--- src/rtl/timer_digit_chain_if.sv ---
// Bus bundle for the timer digit chain.
// The master drives the controls (clear, load, tick, direction).
// The slave returns the count, the ripple carry and the wrap pulse.
interface timer_digit_chain_if #(
    parameter int NUM_DIGITS = 4,
    parameter int DIGIT_W    = 4
);
    logic                          clr;
    logic                          load;
    logic [NUM_DIGITS*DIGIT_W-1:0] load_val;
    logic                          in;
    logic                          dir;
    logic [NUM_DIGITS*DIGIT_W-1:0] cnt;
    logic                          tc;
    logic                          out_in;

    modport master (
        output clr, load, load_val, in, dir,
        input  cnt, tc, out_in
    );

    modport slave (
        input  clr, load, load_val, in, dir,
        output cnt, tc, out_in
    );
endinterface

--- src/rtl/timer_digit_chain.sv ---
// Cascaded modulo digit counter.
// It counts up or down, and supports clear, a saturating parallel load,
// a combinational ripple carry (tc) and a registered one-cycle wrap pulse (out_in).
module timer_digit_chain #(
    parameter int NUM_DIGITS = 4,
    parameter int DIGIT_W    = 4,
    parameter int MOD_LO     = 10,
    parameter int MOD_TOP    = 10
) (
    input  logic                  clk,
    input  logic                  rst,
    timer_digit_chain_if.slave    bus
);
    typedef logic [DIGIT_W-1:0] digit_t;

    // Largest legal value of digit idx. The top digit has its own modulus.
    function automatic digit_t max_of(input int idx);
        if (idx == NUM_DIGITS - 1) begin
            max_of = digit_t'(MOD_TOP - 1);
        end else begin
            max_of = digit_t'(MOD_LO - 1);
        end
    endfunction

    // Clamp an out-of-range load field to the digit's maximum.
    function automatic digit_t sat(input int idx, input digit_t v);
        if (v > max_of(idx)) begin
            sat = max_of(idx);
        end else begin
            sat = v;
        end
    endfunction

    digit_t                      digit_q [NUM_DIGITS];
    logic   [NUM_DIGITS:0]       max_below;   // bit i: every digit below i is at its max
    logic   [NUM_DIGITS:0]       zero_below;  // bit i: every digit below i is zero
    logic                        terminal;
    logic                        out_in_q;
    logic                        out_in_d;
    logic   [NUM_DIGITS*DIGIT_W-1:0] cnt_flat;

    // Build the prefix carry/borrow chains that enable each digit to step.
    always_comb begin
        max_below     = '0;
        zero_below    = '0;
        max_below[0]  = 1'b1;
        zero_below[0] = 1'b1;
        for (int i = 0; i < NUM_DIGITS; i++) begin
            max_below[i+1]  = max_below[i]  & (digit_q[i] == max_of(i));
            zero_below[i+1] = zero_below[i] & (digit_q[i] == '0);
        end
        terminal = bus.dir ? zero_below[NUM_DIGITS] : max_below[NUM_DIGITS];
    end

    genvar gi;
    generate
        for (gi = 0; gi < NUM_DIGITS; gi++) begin : g_digit
            digit_t digit_d;
            logic   step;

            // Next digit value with priority clr > load > counting step.
            always_comb begin
                step    = bus.in & (bus.dir ? zero_below[gi] : max_below[gi]);
                digit_d = digit_q[gi];
                if (bus.clr) begin
                    digit_d = '0;
                end else if (bus.load) begin
                    digit_d = sat(gi, bus.load_val[gi*DIGIT_W +: DIGIT_W]);
                end else if (step) begin
                    if (bus.dir) begin
                        digit_d = (digit_q[gi] == '0) ? max_of(gi) : digit_q[gi] - 1'b1;
                    end else begin
                        digit_d = (digit_q[gi] == max_of(gi)) ? '0 : digit_q[gi] + 1'b1;
                    end
                end
            end

            // Digit register with synchronous reset.
            always_ff @(posedge clk) begin
                if (rst) begin
                    digit_q[gi] <= '0;
                end else begin
                    digit_q[gi] <= digit_d;
                end
            end
        end
    endgenerate

    // A wrap occurs only when a real counting step takes the chain past terminal.
    always_comb begin
        out_in_d = bus.in & terminal & ~bus.clr & ~bus.load;
    end

    // Wrap pulse register: high during the cycle that shows the wrapped value.
    always_ff @(posedge clk) begin
        if (rst) begin
            out_in_q <= 1'b0;
        end else begin
            out_in_q <= out_in_d;
        end
    end

    // Pack the digits onto the count output.
    always_comb begin
        cnt_flat = '0;
        for (int i = 0; i < NUM_DIGITS; i++) begin
            cnt_flat[i*DIGIT_W +: DIGIT_W] = digit_q[i];
        end
    end

    assign bus.cnt    = cnt_flat;
    assign bus.tc     = bus.in & terminal;
    assign bus.out_in = out_in_q;
endmodule
--- src/flat_wrapper.sv ---
// flat-port wrapper written by rule: the top's interface ports become plain ports
module timer_digit_chain_flat 
#(
    parameter int NUM_DIGITS = 4,
    parameter int DIGIT_W    = 4,
    parameter int MOD_LO     = 10,
    parameter int MOD_TOP    = 10
)
  (clk, rst, bus_clr, bus_load, bus_load_val, bus_in, bus_dir, bus_cnt, bus_tc, bus_out_in);
  timer_digit_chain_if #(.NUM_DIGITS(NUM_DIGITS), .DIGIT_W(DIGIT_W)) bus_i ();
  input  logic clk;
  input  logic rst;
  input wire logic [$bits(bus_i.clr)-1:0] bus_clr;
  input wire logic [$bits(bus_i.load)-1:0] bus_load;
  input wire logic [$bits(bus_i.load_val)-1:0] bus_load_val;
  input wire logic [$bits(bus_i.in)-1:0] bus_in;
  input wire logic [$bits(bus_i.dir)-1:0] bus_dir;
  output wire logic [$bits(bus_i.cnt)-1:0] bus_cnt;
  output wire logic [$bits(bus_i.tc)-1:0] bus_tc;
  output wire logic [$bits(bus_i.out_in)-1:0] bus_out_in;
  assign bus_i.clr = bus_clr;
  assign bus_i.load = bus_load;
  assign bus_i.load_val = bus_load_val;
  assign bus_i.in = bus_in;
  assign bus_i.dir = bus_dir;
  assign bus_cnt = bus_i.cnt;
  assign bus_tc = bus_i.tc;
  assign bus_out_in = bus_i.out_in;
  timer_digit_chain #(.NUM_DIGITS(NUM_DIGITS), .DIGIT_W(DIGIT_W), .MOD_LO(MOD_LO), .MOD_TOP(MOD_TOP)) u_core (.clk(clk), .rst(rst), .bus(bus_i));
endmodule
--- config.mk ---
export PLATFORM = sky130hd
export DESIGN_NAME = timer_digit_chain_flat
export DESIGN_NICKNAME = d
export VERILOG_FILES = /design/src/rtl/timer_digit_chain_if.sv /design/src/rtl/timer_digit_chain.sv /design/src/flat_wrapper.sv
export SDC_FILE = /design/constraint.sdc
export NUM_CORES = 1
export LEC_CHECK = 0
export CORE_MARGIN = 1.5
export CORE_UTILIZATION = 50
export CTS_CLUSTER_SIZE = 28
export DETAILED_ROUTE_END_ITERATION = 7
export GPL_TIMING_DRIVEN = 0
export PLACE_DENSITY = 0.82
export SYNTH_ARGS = -nofsm -noshare
export SYNTH_HDL_FRONTEND = slang
export SYNTH_SLANG_ARGS = --single-unit
--- constraint.sdc ---
create_clock -name clk -period 3.05 [get_ports clk]
set_clock_uncertainty 0.2 [all_clocks]
set_input_delay 0.61 -clock clk [delete_from_list [all_inputs] [get_ports clk]]
set_output_delay 0.61 -clock clk [all_outputs]
set_load 0.01 [all_outputs]
* Word level (Yosys, flattened, before mapping)
Memories as Yosys holds them, arrays and structs flattened. Cells that the tools add are included. W data, S select, Z words.
Word-level totals: ROM bits 0, output and inout port bits 18, bits of input ports 22, bits in writable memories 16, bits in latches 0, memories 1, register bits 1
Memories:
- u_core.digit_q | depth 4, bits a word 4, rd ports 4, clocked after Yosys merged registers in 0, wr ports 4, line timer_digit_chain.sv:34 | digit_t digit_q [NUM_DIGITS];
Operators by class: div/mod/pow operators 0, shift operators 0, multiply operators 0, equal/unequal tests 4, muxes and demuxes 41, bitwise operators 18, add/sub/neg operators 8, reduce and logical (&&, ||, !) cells 4, magnitude comparators 4
Operators by type and width (number):
- $mux W4 | 34
- $add A4 B1 Y4 const B | 4
- $eq A4 B4 Y1 const B | 4
- $gt A4 B4 Y1 | 4
- $logic_not A4 Y1 | 4
- $sub A4 B1 Y4 const B | 4
- $and A1 B1 Y1 | 12
- $mux W1 | 7
- $or A1 B1 Y1 | 4
- $not A1 Y1 | 2

* Logic depth before layout (Yosys ltp)
Gate-level depths: netlist of run 1. An unclocked memory read counts as a cell.
depth in word-level cells 10, depth in mapped cells 7

* Worst setup path before layout of run 1
No wires, ideal clock.
path type input port to output port, start in bus_dir, end out bus_tc, data arrival time 1.755 ns, path slack 0.485 ns, required time 2.240 ns, stages 5, path through buf_4 and3b_1 o22ai_1 or3_1 nor4_2
On the way: cells in the longest elaborated chain, start to end 2
RTL lines:
- start, declared | line flat_wrapper.sv:17 | input wire logic [$bits(bus_i.dir)-1:0] bus_dir;
- $mux W1 | line timer_digit_chain.sv:52 | terminal = bus.dir ? zero_below[NUM_DIGITS] : max_below[NUM_DIGITS];
- $and A1 B1 Y1 | line timer_digit_chain.sv:112 | assign bus.tc = bus.in & terminal;
- end, declared | line flat_wrapper.sv:19 | output wire logic [$bits(bus_i.tc)-1:0] bus_tc;
No other way between the ends.

* Worst setup path in the final report of run 1
Ends and elaborated chain as after synthesis.

==> results of run 1 <==
## placed cells by master (no fill, tap or decap), types with 2 or more instances in the layout
cell	n
sky130_fd_sc_hd__dfxtp_1	17
sky130_fd_sc_hd__and2_1	2
sky130_fd_sc_hd__nand2_1	19
sky130_fd_sc_hd__clkbuf_4	3
sky130_fd_sc_hd__buf_6	2
sky130_fd_sc_hd__xnor2_1	2
sky130_fd_sc_hd__nor3_1	2
sky130_fd_sc_hd__nor2b_1	6
sky130_fd_sc_hd__clkdlybuf4s50_1	35
sky130_fd_sc_hd__o22ai_1	3
sky130_fd_sc_hd__o31ai_1	6
sky130_fd_sc_hd__nor4b_1	3
sky130_fd_sc_hd__a21oi_1	19
sky130_fd_sc_hd__mux2i_1	3
sky130_fd_sc_hd__nor3b_1	2
sky130_fd_sc_hd__o21ai_1	3
sky130_fd_sc_hd__clkbuf_1	14
sky130_fd_sc_hd__o311a_1	3
sky130_fd_sc_hd__nand2b_1	9
sky130_fd_sc_hd__or2_2	2
sky130_fd_sc_hd__or3_1	2
sky130_fd_sc_hd__nand3_1	3
sky130_fd_sc_hd__o21a_1	3
sky130_fd_sc_hd__inv_1	6
sky130_fd_sc_hd__and3_1	2
sky130_fd_sc_hd__o21ai_0	13
sky130_fd_sc_hd__nand3b_1	3
sky130_fd_sc_hd__o211ai_1	3
sky130_fd_sc_hd__buf_2	6
sky130_fd_sc_hd__o311ai_0	3
sky130_fd_sc_hd__buf_4	4
sky130_fd_sc_hd__a31oi_1	2
sky130_fd_sc_hd__xor2_1	5
sky130_fd_sc_hd__nor2_1	19
sky130_fd_sc_hd__o2111ai_1	2
sky130_fd_sc_hd__and3b_1	2
## state kept, by name, indices dropped and copies added, names as in the netlist
signal	count
u_core.bus.out_in	1
u_core.digit_q	16
## per-layer routing
metal	global-route usage [%]	up-vias	routed length, um
met5	0	-	0
met4	9.42	0	49
met3	4.40	5	233
li1	-	868	-
met1	32.9	809	1900
met2	40.8	63	1940
## Yosys cell counts, types with 3 or more instances
| cell type | number |
|---|---|
| sky130_fd_sc_hd__nor4b_1 | 3 |
| sky130_fd_sc_hd__buf_2 | 5 |
| sky130_fd_sc_hd__o31ai_1 | 6 |
| sky130_fd_sc_hd__nand2_1 | 19 |
| sky130_fd_sc_hd__clkbuf_1 | 13 |
| sky130_fd_sc_hd__nor2b_1 | 6 |
| sky130_fd_sc_hd__a21oi_1 | 19 |
| sky130_fd_sc_hd__mux2i_1 | 3 |
| sky130_fd_sc_hd__nand3_1 | 3 |
| sky130_fd_sc_hd__o311a_1 | 3 |
| sky130_fd_sc_hd__o21ai_1 | 3 |
| sky130_fd_sc_hd__o21a_1 | 3 |
| sky130_fd_sc_hd__o311ai_0 | 3 |
| sky130_fd_sc_hd__xor2_1 | 5 |
| sky130_fd_sc_hd__inv_1 | 6 |
| sky130_fd_sc_hd__nand3b_1 | 3 |
| sky130_fd_sc_hd__o22ai_1 | 3 |
| sky130_fd_sc_hd__nand2b_1 | 9 |
| sky130_fd_sc_hd__buf_4 | 3 |
| sky130_fd_sc_hd__dfxtp_1 | 17 |
| sky130_fd_sc_hd__o211ai_1 | 3 |
| sky130_fd_sc_hd__o21ai_0 | 13 |
| sky130_fd_sc_hd__nor2_1 | 19 |
## what timing repair did
item                       4_1_cts  5_1_grt
setup endpoints to repair        1        0
resized for setup                7        0
setup buffers                    2        0
## cells by family after synthesis
group                     count (synthesis)
and+or+nand+nor                          85
xor gates and xnor gates                  7
buffers and inverters                    28
muxes                                     4
AOI/OAI and AO/OA                        72
DFF                                      17
## worst min-delay path by stage
stage                                end  slack [ns]  cells after the start                  from
global placement    u_core.digit_q[2][3]        0.35                      2  u_core.digit_q[2][3]
detailed placement  u_core.digit_q[2][3]        0.35                      2  u_core.digit_q[2][3]
finish              u_core.digit_q[2][3]        0.39                      2  u_core.digit_q[2][3]
global route        u_core.digit_q[2][3]        0.43                      2  u_core.digit_q[2][3]
CTS                 u_core.digit_q[2][3]        0.38                      2  u_core.digit_q[2][3]
floorplan           u_core.digit_q[2][3]        0.35                      2  u_core.digit_q[2][3]
## power by group
group	total (mW)	internal, mW	leakage [nW]	switching [mW]
logic	0.197	0.0952	0.578	0.101
registers	0.239	0.231	0.139	0.00756
clock network	0.133	0.0511	0.0150	0.0819
## tightest hold or removal path, delay by kind of cell, from the launching register on
kind	cells	cell delay [ns]
simple gates	1	0.09
flops	1	0.40
compound gates	1	0.06
## area by class of cell
class,instances,area share [%]
timing repair buffer,39,18.9
tap,31,1.94
buffer,22,5.57
sequential,17,17.0
multi-input combinational,168,54.1
clock buffer,4,1.31
inverter,6,1.13
## metrics by stage
stage,instance area (sq um),power [mW]
after global routing,2000,0.601
final,2000,0.568
after CTS,2000,0.569
after detailed placement,1960,0.434
after floorplan,1550,0.363
after global placement,1960,0.432
==> metrics, run 1 <==
proportion of synthesized flip-flops having asynchronous set or reset 0%; Area growth, synth to finish 29.4%; startpoint of the worst-slack reg-to-reg timing path u_core.digit_q[0][0]; path category of the worst min-delay check reg2reg; family with the most delay on the worst path simple AND/OR/NAND/NOR gates; number of filler instances in the final layout roughly 240; data arrival time of the critical path 2.11 ns; vias after detailed routing 1745; area share of and/or/nand/nor cells after synthesis between 30% and 40%; placed cell count between 200 and 300; Post-CTS Hold Buffers 0; Min Hold Slack ~0.39 ns; endpoint of the worst register-to-register path u_core.digit_q[3][1]; die outline width just under 60 um; number of buffer and inverter instances along the worst setup path 3; Vias/cell a little over 6; layout cells sized above 1 between 10 and 15%; Initial Util between 50% and 60%; CTS clk-pin slew, worst paths 0.11 ns; cell depth of the worst flop-to-flop path 6; final hold violation count 0; remaining max-slew budget at the tightest pin 65.7%; Tmin final 2.92 ns; slack of the worst reg-to-reg path 0.99 ns; count of routing violations after the opening detailed-route iteration roughly 100; xor/xnor cell area share of the yosys netlist 3.96%; share of cell area taken by muxes after synthesis 2.67%; cell area after synthesis between 1500 and 2000 sq um; wire length of the first global-routing pass approximately 6700 um; DIE HEIGHT 58.6 um; crit-path max cell delay a little under 0.4 ns; cells traversed along the worst timing path dlygate4sd2_1, buf_6, and3b_1, o22ai_1, or3_1, nor4_2, buf_2; largest net degree at the start of global routing 11; TritonCTS clock tree done; Compound-Gate Fraction of Synth Area 31.2%; outcome finished, final reports clean; post-detailed-routing wire length 4130 um; Peak Freq 343 MHz; cts bufs inserted 3; category of the critical setup timing path in2out; library cell contributing the largest single delay on the critical path sky130_fd_sc_hd__or3_1; cell taking the most area after synthesis sky130_fd_sc_hd__dfxtp_1; io pins 40; number of setup violations in the final report 0; first drt pass iteration count 5; peak supply drop between 150 and 200 uV; Total Neg Setup Slack 0 ns; largest driver fanout on the critical path 9; clock sink total 17; Slew Limit Fails 0; endpoint class of the critical path primary output; source-to-sink clock delay at the later pin of the worst-skew pair roughly 0.3 ns; crit path from bus_dir; EDFF count, synth 0; Post-Synthesis Cells 213; Crit path depth 7; Leak 0.732 nW; Layout Nets ~280; number of nets with antenna violations after detailed routing 0; deepest level of the CTS H-tree 1; PnR worst setup slack 0.132 ns; #FFs+latches synth 17; global-route usage over all layers roughly a quarter; antenna violations before repair 0; total power divided by cell area ~280 nW/um^2; Synth Net Count 235; Critical Path RT around 2.2 ns; area used by sequential logic in the layout 340 sq um; setup repair after global routing missed its margin no; num rows 19; Non-Filler Instances around 290; commonest register cell after synthesis sky130_fd_sc_hd__dfxtp_1; Post-Synth Adder-Cell Area 0%; clock root cell sky130_fd_sc_hd__clkbuf_4; multi-input logic area about 1100 sq um; total of warnings raised by yosys 0; share of the clock period used by the worst path after layout 95.7%; max_cap viols 0; drt drc 0; area of the die 3440 sq um; worst setup slack after placement -0.626 ns; transition time at the pin with the least slew margin between 0.5 and 0.6 ns; portion of synthesized cell area occupied by the leading cell type approximately 22%; vias in the first global route about 1500; count of unique library cells instantiated by Yosys 55; register area share after synthesis between 20% and 30%; utilization after layout 70.1%; Remaining Overflow, GRT 0; Floorplan Core Area ~2900 sq um; startpoint type of the worst setup path input pin; count of inserted antenna diode cells 0; destination of the critical timing path bus_tc; quantity of I/O buffers inserted on ports 37; largest cells by area after synthesis sky130_fd_sc_hd__dfxtp_1 (22%), sky130_fd_sc_hd__a21oi_1 (6.1%), sky130_fd_sc_hd__nand2_1 (4.6%); routed len/inst 14.4 um; routability congestion estimate from global placement 0.840; estimated wirelength of the detail-placed design between 2000 and 3000 um; mean cell area of the mapped netlist 7.26 sq um; main combinational cell family by area after synthesis simple AND/OR/NAND/NOR gates; maximum number of buffers from clock root to sink 2
No activity file was read; power rests on OpenSTA's default activity.
==> run 2: changes to the inputs <==
- CORE_UTILIZATION: 50 -> 49
- PLACE_DENSITY: 0.82 -> 0.8
- RECOVER_POWER: unset -> 100
- clock period: 3.05 -> 3.34 ns (I/O delays scaled with it)
==> run 2 against run 1 <==
Against the previous run: register-to-register slack worse by 0.29 ns; sequential power is 8.8% lower; core utilization is 4.5 points lower; clock-buffer cell count stayed put; setup slack better by 0.26 ns; global-route usage is 1.4 points lower; flip-flop and latch count stayed put; non-clock buffer count is 2 lower; combinational power is 14% lower; largest cell class unchanged; largest power group unchanged; highest routed layer unchanged.
==> metrics, run 2 (synthesis results as in run 1) <==
outcome finished, final reports clean; total power consumption of the routed design approximately 500 uW; Floorplan Core Area approximately 3000 sq um; Remaining Overflow, GRT 0; cts bufs inserted 3; Area growth, synth to finish 28.5%; post-detailed-routing wire length 3900 um; endpoint class of the critical path primary output; number of setup violations in the final report 0; largest driver fanout on the critical path 10; setup repair after global routing missed its margin no; routability congestion estimate from global placement ~0.85; number of nets with antenna violations after detailed routing 0; PnR worst setup slack ~0.40 ns; global-route usage over all layers between 20% and 30%; final hold violation count 0; routed len/inst between 10 and 15 um; Vias/cell between 5 and 6; largest reg by FF count u_core.digit_q; DIE HEIGHT 59.2 um; estimated wirelength of the detail-placed design roughly 2800 um; vias in the first global route 1443; clock root cell sky130_fd_sc_hd__clkbuf_4; Peak Freq between 300 and 400 MHz; antenna violations before repair 0; quantity of I/O buffers inserted on ports 37; first drt pass iteration count 4; drt drc 0; placed cell count between 200 and 300; clock sink total 17; count of inserted antenna diode cells 0; Slew Limit Fails 0; count of routing violations after the opening detailed-route iteration between 100 and 150; TritonCTS clock tree done; peak supply drop approximately 170 uV; Post-CTS Hold Buffers 0; Non-Filler Instances 298; transition time at the pin with the least slew margin 1.15 ns; num rows 20; area of the die 3500 sq um; deepest level of the CTS H-tree 1; Leak around 0.78 nW; io pins 40; highest-count cells in the layout ignoring fill and taps sky130_fd_sc_hd__a21oi_1 (19), sky130_fd_sc_hd__nor2_1 (19), sky130_fd_sc_hd__nand2_1 (19), sky130_fd_sc_hd__dlygate4sd3_1 (18); category of the critical setup timing path in2out; layout cells sized above 1 around 8.3%; post-CTS setup-driven buffer insertion count 0; largest net degree at the start of global routing 11; vias after detailed routing approximately 1700; Initial Util 51.1%; data arrival time of the critical path approximately 2.1 ns; wire length of the first global-routing pass 6420 um; Critical Path RT 2.47 ns; Layout Nets 277; startpoint type of the worst setup path input pin; total power divided by cell area ~250 nW/um^2; source-to-sink clock delay at the later pin of the worst-skew pair between 0.2 and 0.3 ns; remaining max-slew budget at the tightest pin between 20 and 25%; path category of the worst min-delay check reg2reg; Largest register FFs 16; maximum number of buffers from clock root to sink 2; die outline width slightly below 60 um; share of the clock period used by the worst path after layout 88.2%; Tmin final a little under 3 ns; worst setup slack after placement -0.393 ns; CTS clk-pin slew, worst paths about 0.11 ns; max_cap viols 0; number of filler instances in the final layout 290
-- run 2: repair_timing --
item	CTS	global route
resized for setup	4	4
gates cloned	0	0
pin swaps	0	1
endpoints found under the setup margin	1	1
-- run 2: critical path: stages --
cell	delay [ns]
sky130_fd_sc_hd__dlymetal6s2s_1	0.15
sky130_fd_sc_hd__buf_6	0.14
sky130_fd_sc_hd__nor2b_1	0.24
sky130_fd_sc_hd__a21oi_1	0.13
sky130_fd_sc_hd__or3_1	0.38
sky130_fd_sc_hd__nor4_2	0.17
sky130_fd_sc_hd__clkbuf_1	0.19
-- run 2: through the flow --
step	utilization (%)	TNS (ns)	instance area [sq um]	hold WS (ns)
floorplan	-	0	1550	0.350
global placement	65.1	-0.422	1970	0.358
detailed placement	65.1	-0.393	1970	0.352
CTS	65.8	0	1990	0.374
global route	65.6	0	1990	0.432
finish	65.6	0	1990	0.389
-- run 2: path summary, 6_finish.rpt --
check / from / endpoint / slack, ns / depth (start not counted)
worst max register to register: u_core.digit_q[0][0] / u_core.digit_q[3][1] / 0.70 / 6
worst min-delay path: u_core.digit_q[2][3] / u_core.digit_q[2][3] / 0.39 / 2
worst max-delay path: bus_dir / bus_tc / 0.40 / 7
worst min register to register: u_core.digit_q[2][3] / u_core.digit_q[2][3] / 0.39 / 2
-- run 2: metal layers --
| layer | routed length (um) | global-route usage [%] | part of all wire, % |
|---|---|---|---|
| met1 | 1830 | 31.4 | 47 |
| met2 | 1780 | 39.1 | 46 |
| met3 | 245 | 3.28 | 6.3 |
| met4 | 40 | 7.14 | 1.0 |
| met5 | 0 | 0 | 0 |
-- run 2: layout make-up --
cell class | count | area [sq um] | area share (%)
multi-input cells | 168 | 1060 | 53.6
well taps | 44 | 55.1 | 2.77
plain buffers | 22 | 111 | 5.60
inverters | 6 | 22.5 | 1.13
repair buffers | 37 | 367 | 18.5
flip-flops and latches | 17 | 340 | 17.1
clock buffers | 4 | 26.3 | 1.32
-- run 2: power breakdown --
group / leakage [nW] / switching (mW) / total, mW / internal (mW)
Combinational: 0.623 / 0.0878 / 0.170 / 0.0820
Sequential: 0.139 / 0.00660 / 0.218 / 0.211
Clock: 0.0150 / 0.0698 / 0.116 / 0.0465
